--- config.mk ---
export PLATFORM = sky130hd
export DESIGN_NAME = frame_sequencer
export DESIGN_NICKNAME = d
export VERILOG_FILES = /design/src/rtl/frame_sequencer.sv
export SDC_FILE = /design/constraint.sdc
export NUM_CORES = 1
export LEC_CHECK = 0
export ABC_AREA = 0
export CORE_MARGIN = 2
export CORE_UTILIZATION = 40
export DETAILED_ROUTE_END_ITERATION = 10
export PLACE_DENSITY = 0.67
export REMOVE_ABC_BUFFERS = 1
export SLEW_MARGIN = 20
export SYNTH_ARGS = -nofsm -noshare
export SYNTH_HDL_FRONTEND = slang
export SYNTH_SLANG_ARGS = --single-unit
--- constraint.sdc ---
create_clock -name i_CLK -period 1.92 [get_ports i_CLK]
set_input_delay 0.48 -clock i_CLK [delete_from_list [all_inputs] [get_ports i_CLK]]
set_output_delay 0.48 -clock i_CLK [all_outputs]
set_load 0.01 [all_outputs]
--- src/rtl/frame_sequencer.sv ---
// Frame sequencer: turns host LOAD/PROC/READ/CLEAR commands into control for the
// address FSM and tracks bank rotation. Optional watchdog: define FRAME_SEQUENCER_TIMEOUT_EN.
module frame_sequencer #(
    parameter int NB_IMAGE    = 10,
    parameter int NB_CMD      = 3,
    parameter int TIMEOUT_CYC = 4096
) (
    input  logic              i_CLK,
    input  logic              i_reset,
    input  logic [NB_CMD-1:0] i_cmd,
    input  logic              i_cmdVld,
    input  logic              i_changeBlock,
    input  logic              i_EoP,
    output logic              o_load,
    output logic              o_SoP,
    output logic [1:0]        o_wrBank,
    output logic [1:0]        o_rdBase,
    output logic [1:0]        o_fill,
    output logic              o_busy,
    output logic              o_done,
    output logic              o_err,
    output logic              o_timeout
);

    typedef enum logic [2:0] {IDLE, LOAD, PROC, DRAIN, READ} state_t;

    state_t     state, state_next;
    logic       cb_q;
    logic       cb_event;
    logic       cmd_clear, cmd_other;
    logic [1:0] wr_bank_next, fill_next;
    logic       done_next, err_next;
    logic       tmo_hit;
    logic       unused_cfg;

    assign unused_cfg = (NB_IMAGE == 0) || (TIMEOUT_CYC == 0);
    assign cb_event   = i_changeBlock && !cb_q;
    assign cmd_clear  = i_cmdVld && (i_cmd == NB_CMD'(4));
    assign cmd_other  = i_cmdVld && !cmd_clear;

    always_comb begin
        state_next   = state;
        wr_bank_next = o_wrBank;
        fill_next    = o_fill;
        done_next    = 1'b0;
        err_next     = 1'b0;
        if (cmd_clear) begin
            state_next   = IDLE;
            wr_bank_next = 2'd0;
            fill_next    = 2'd0;
        end else if (tmo_hit) begin
            state_next = IDLE;
            err_next   = 1'b1;
        end else if (state == IDLE) begin
            if (cmd_other) begin
                if (i_cmd == NB_CMD'(1)) begin
                    state_next = LOAD;
                end else if (i_cmd == NB_CMD'(2) && o_fill == 2'd3) begin
                    state_next = PROC;
                end else begin
                    err_next = 1'b1;
                end
            end
        end else begin
            // Outside IDLE every non-CLEAR command is rejected; block events still advance the FSM
            err_next = cmd_other;
            case (state)
                LOAD: begin
                    if (cb_event) begin
                        state_next   = IDLE;
                        wr_bank_next = o_wrBank + 2'd1;
                        fill_next    = (o_fill == 2'd3) ? 2'd3 : o_fill + 2'd1;
                        done_next    = 1'b1;
                    end
                end
                PROC: begin
                    if (cb_event) begin
                        state_next = DRAIN;
                    end
                end
                DRAIN: begin
                    if (i_EoP) begin
                        state_next = READ;
                    end
                end
                READ: begin
                    if (cb_event && !i_EoP) begin
                        state_next = IDLE;
                        fill_next  = 2'd2;
                        done_next  = 1'b1;
                    end
                end
                default: state_next = IDLE;
            endcase
        end
    end

    always_ff @(posedge i_CLK) begin
        if (i_reset) begin
            state    <= IDLE;
            cb_q     <= 1'b0;
            o_load   <= 1'b0;
            o_SoP    <= 1'b0;
            o_wrBank <= 2'd0;
            o_rdBase <= 2'd0;
            o_fill   <= 2'd0;
            o_busy   <= 1'b0;
            o_done   <= 1'b0;
            o_err    <= 1'b0;
        end else begin
            state    <= state_next;
            cb_q     <= i_changeBlock;
            o_load   <= (state_next == LOAD);
            o_SoP    <= (state_next == PROC);
            o_wrBank <= wr_bank_next;
            o_rdBase <= wr_bank_next + 2'd1;
            o_fill   <= fill_next;
            o_busy   <= (state_next != IDLE);
            o_done   <= done_next;
            o_err    <= err_next;
        end
    end

`ifdef FRAME_SEQUENCER_TIMEOUT_EN
    localparam int CW = (TIMEOUT_CYC > 1) ? $clog2(TIMEOUT_CYC) : 1;

    logic [CW-1:0] tmo_cnt;
    logic          timeout_next;

    // Counts cycles already spent in the current non-IDLE state; fires on the last one
    assign tmo_hit = (state != IDLE) && (tmo_cnt == CW'(TIMEOUT_CYC - 1));

    always_comb begin
        timeout_next = o_timeout;
        if (cmd_clear) begin
            timeout_next = 1'b0;
        end else if (tmo_hit) begin
            timeout_next = 1'b1;
        end
    end

    always_ff @(posedge i_CLK) begin
        if (i_reset || state == IDLE || state_next != state) begin
            tmo_cnt <= '0;
        end else begin
            tmo_cnt <= tmo_cnt + CW'(1);
        end
    end

    always_ff @(posedge i_CLK) begin
        if (i_reset) begin
            o_timeout <= 1'b0;
        end else begin
            o_timeout <= timeout_next;
        end
    end
`else
    assign tmo_hit   = 1'b0;
    assign o_timeout = 1'b0;
`endif

endmodule

==> flow_results.xml <==
<?xml version="1.0" encoding="UTF-8"?>
<metrics>
  <group name="place">
    <metric name="total_cell_area_at_the_placement_stage" unit="sq um">981</metric>
    <metric name="detailed_place_hpwl" unit="um">1190</metric>
    <metric name="post-place-ws" unit="ns">-0.165</metric>
    <metric name="place_inst" unit="">126</metric>
    <metric name="routabilityCongestion" unit="">0.861</metric>
    <metric name="numPortBuffers" unit="">18</metric>
  </group>
  <group name="grt">
    <metric name="first_global_vias" unit="">579</metric>
    <metric name="track_usage" unit="%">18.0</metric>
    <metric name="grt_antenna_before_repair" unit="">0</metric>
    <metric name="global_route_wire_length_before_repair" unit="um">2590</metric>
    <metric name="maximum_number_of_pins_on_one_net_before_global_route_repair" unit="">11</metric>
    <metric name="grt_remaining_overflow" unit="">0</metric>
  </group>
  <group name="synthesis">
    <metric name="syn_area" unit="sq um">719</metric>
    <metric name="edff_count_synth" unit="">0</metric>
    <metric name="synth.ff_latch_count" unit="">15</metric>
    <metric name="post_synth_fa_ha_maj_area_fraction" unit="%">0</metric>
    <metric name="yosys_warns" unit="">0</metric>
    <metric name="muxShareOfSynthArea" unit="%">2.78</metric>
    <metric name="synth_top_flop_cell" unit="">dfxtp_1</metric>
    <metric name="synth_xor_area_share" unit="%">3.65</metric>
    <metric name="syn_area_per_cell" unit="sq um">9.59</metric>
    <metric name="netlist_instances" unit="">75</metric>
    <metric name="synth_top_family_by_area" unit="">simple AND/OR/NAND/NOR gates</metric>
    <metric name="asyncSetResetFlopFracSynth" unit="%">0</metric>
    <metric name="ys_types" unit="">36</metric>
    <metric name="post_synth_and_or_nand_nor_area_fraction" unit="%">31.3</metric>
    <metric name="synth_compound_area_share" unit="%">12.9</metric>
    <metric name="yosysSeqAreaShare" unit="%">41.7</metric>
  </group>
  <group name="timing">
    <metric name="layout_min_cycle_time" unit="ns">1.77</metric>
    <metric name="setup_viol" unit="">0</metric>
    <metric name="final_worst_path_period_share" unit="%">92.1</metric>
    <metric name="rsz0062_at_grt" unit="">no</metric>
    <metric name="post-route-worst-setup-slack" unit="ns">0.152</metric>
    <metric name="final_report_max_slew_violation_count" unit="">0</metric>
    <metric name="finalHoldViolCount" unit="">0</metric>
    <metric name="maxClockFrequency" unit="GHz">0.565</metric>
    <metric name="setup_total_negative_slack" unit="ns">0</metric>
    <metric name="skew" unit="ns">0.00371</metric>
  </group>
  <group name="die">
    <metric name="floorplan.die_area" unit="sq mm">0.00215</metric>
    <metric name="core_area" unit="sq mm">0.00171</metric>
    <metric name="die_width" unit="um">46.4</metric>
    <metric name="num_rows" unit="">15</metric>
    <metric name="initial_utilization" unit="%">42.1</metric>
    <metric name="floorplan.die.height" unit="um">46.4</metric>
    <metric name="io-pin-count" unit="">20</metric>
  </group>
  <group name="critical_path">
    <metric name="worstSetupStartpointType" unit="">input port</metric>
    <metric name="worstSetupEndpointType" unit="">flip-flop</metric>
    <metric name="required" unit="ns">2.14</metric>
    <metric name="worstPathMaxFanout" unit="">5</metric>
    <metric name="path_class" unit="">in2reg</metric>
    <metric name="cp_data_arrival_time" unit="ns">1.99</metric>
  </group>
  <group name="cells_and_area">
    <metric name="area_growth_syn_to_layout" unit="%">40.2</metric>
    <metric name="final_area" unit="sq mm">0.00101</metric>
    <metric name="mostFrequentLayoutCell" unit="">clkdlybuf4s50_1</metric>
    <metric name="final_cell_count_no_fill" unit="">130</metric>
    <metric name="layout.cells.most_common_list" unit="">18 x clkdlybuf4s50_1, 15 x dfxtp_1, 12 x buf_4, 6 x nor2_1, 5 x a21oi_1</metric>
    <metric name="layout.core_utilization" unit="%">59.0</metric>
    <metric name="total_number_of_nets_in_the_final_design" unit="">114</metric>
    <metric name="antennaDiodeCount" unit="">0</metric>
    <metric name="drive_gt1_share" unit="%">24.8</metric>
  </group>
  <group name="detailed_routing">
    <metric name="post_drt_wl_per_cell" unit="um">11.8</metric>
    <metric name="routed-wl-met2" unit="um">732</metric>
    <metric name="wl_met3" unit="um">59</metric>
    <metric name="routed_wire_length" unit="um">1540</metric>
    <metric name="post-route-drc-count" unit="">0</metric>
    <metric name="drtAntennaViolNets" unit="">0</metric>
    <metric name="wl_met1" unit="um">700</metric>
    <metric name="drt-pass1-iter-count" unit="">4</metric>
    <metric name="avgViaCountPerCell" unit="">4.95</metric>
    <metric name="drt-initial-drc-count" unit="">9</metric>
    <metric name="top_layer" unit="">met4</metric>
    <metric name="via_count" unit="">644</metric>
  </group>
  <group name="cts">
    <metric name="clk-insertion-delay-late" unit="ns">0.29</metric>
    <metric name="post-cts-setup-buffers" unit="">0</metric>
    <metric name="numCtsBuffers" unit="">3</metric>
    <metric name="clk_pin_slew" unit="ns">0.09</metric>
    <metric name="htreeDepth" unit="">1</metric>
    <metric name="cts-root-buf" unit="">clkbuf_4</metric>
    <metric name="post_cts_hold_buffer_count" unit="">0</metric>
    <metric name="post_cts_resized" unit="">0</metric>
    <metric name="sink_count_of_the_clock_tree" unit="">15</metric>
    <metric name="clock_path_buffers" unit="">2</metric>
    <metric name="tritoncts" unit="">yes</metric>
  </group>
  <group name="power_and_ir_drop">
    <metric name="leakage" unit="uW">0.000409</metric>
    <metric name="pwr_density_cell" unit="mW/mm^2">584</metric>
    <metric name="vdd_drop_max" unit="V">0.000308</metric>
  </group>
  <group name="min_path">
    <metric name="hp-class" unit="">reg2reg</metric>
  </group>
  <group name="run">
    <metric name="maxCapViolations" unit="">0</metric>
  </group>
  <group name="run_status">
    <metric name="status" unit="">finished, final reports clean</metric>
  </group>
</metrics>
-- cell type report --
cell class | instances | area, sq um
Inverter | 3 | 11.3
Timing Repair Buffer | 30 | 270
Fill cell | 162 | 699
Multi-Input combinational cell | 53 | 368
Sequential cell | 15 | 300
Tap cell | 25 | 31.3
Clock buffer | 3 | 22.5
Clock inverter | 1 | 5.00
-- logic make-up (layout without fill, tap and decap cells) --
group                     Yosys count  after routing
DFF                                15             15
buffers and inverters               7             37
and+or+nand+nor                    33             33
AOI/OAI and AO/OA                  14             14
muxes                               2              2
xor gates and xnor gates            3              3
other                               1              1
-- cell usage after synthesis (2+ instances only) --
master / n / area share (%)
dfxtp_1: 15 / 42
nor2_1: 6 / 3.1
a21oi_1: 5 / 3.5
and2b_2: 3 / 3.7
inv_1: 3 / 1.6
nand2_1: 3 / 1.6
nor2b_1: 3 / 2.6
nor3b_1: 3 / 3.1
buf_4: 2 / 2.1
mux2i_1: 2 / 2.8
nand4b_1: 2 / 2.4
nor4_1: 2 / 1.7
o21ai_0: 2 / 1.4
xor2_1: 2 / 2.4
-- per-layer routing --
layer / vias to the layer above / GRT usage, %
met5: - / 0
met4: 0 / 12.0
met3: 5 / 5.10
met2: 14 / 25.3
met1: 299 / 23.7
li1: 326 / -
-- worst max-delay path, cell delays in order --
cell and delay, ns:
clkdlybuf4s50_1 0.44, nor4bb_2 0.20, or2_1 0.28, or4_4 0.45
a21oi_1 0.15
-- power by group --
part           total [uW]  switching [uW]  internal (uW)
registers             321            3.69            317
clock network         187             110           77.7
logic                80.6            30.8           49.8
total                 589             144            445
-- through the flow --
| stage | power, uW | hold slack (ns) |
|---|---|---|
| CTS | 595 | 0.527 |
| detailed placement | 409 | 0.512 |
| global route | 624 | 0.551 |
| global placement | 408 | 0.497 |
| finish | 589 | 0.525 |
| floorplan | 357 | 0.515 |
-- sequential cells by signal (all words and copies together), names as in the netlist --
name and count:
state 3, o_busy 1, o_SoP 1, o_wrBank 2
o_done 1, o_load 1, o_fill 2, o_err 1
cb_q 1, o_rdBase 2
-- final timing paths --
check	startpoint	to	slack [ns]	depth (start not counted)
hold reg to reg	o_fill[1]	o_fill[1]	0.52	2
hold / removal	o_fill[1]	o_fill[1]	0.52	2
setup reg to reg	state[0]	o_busy	0.47	4
setup / recovery	i_cmd[2]	o_load	0.15	5
(Power assumes the default switching activity.)
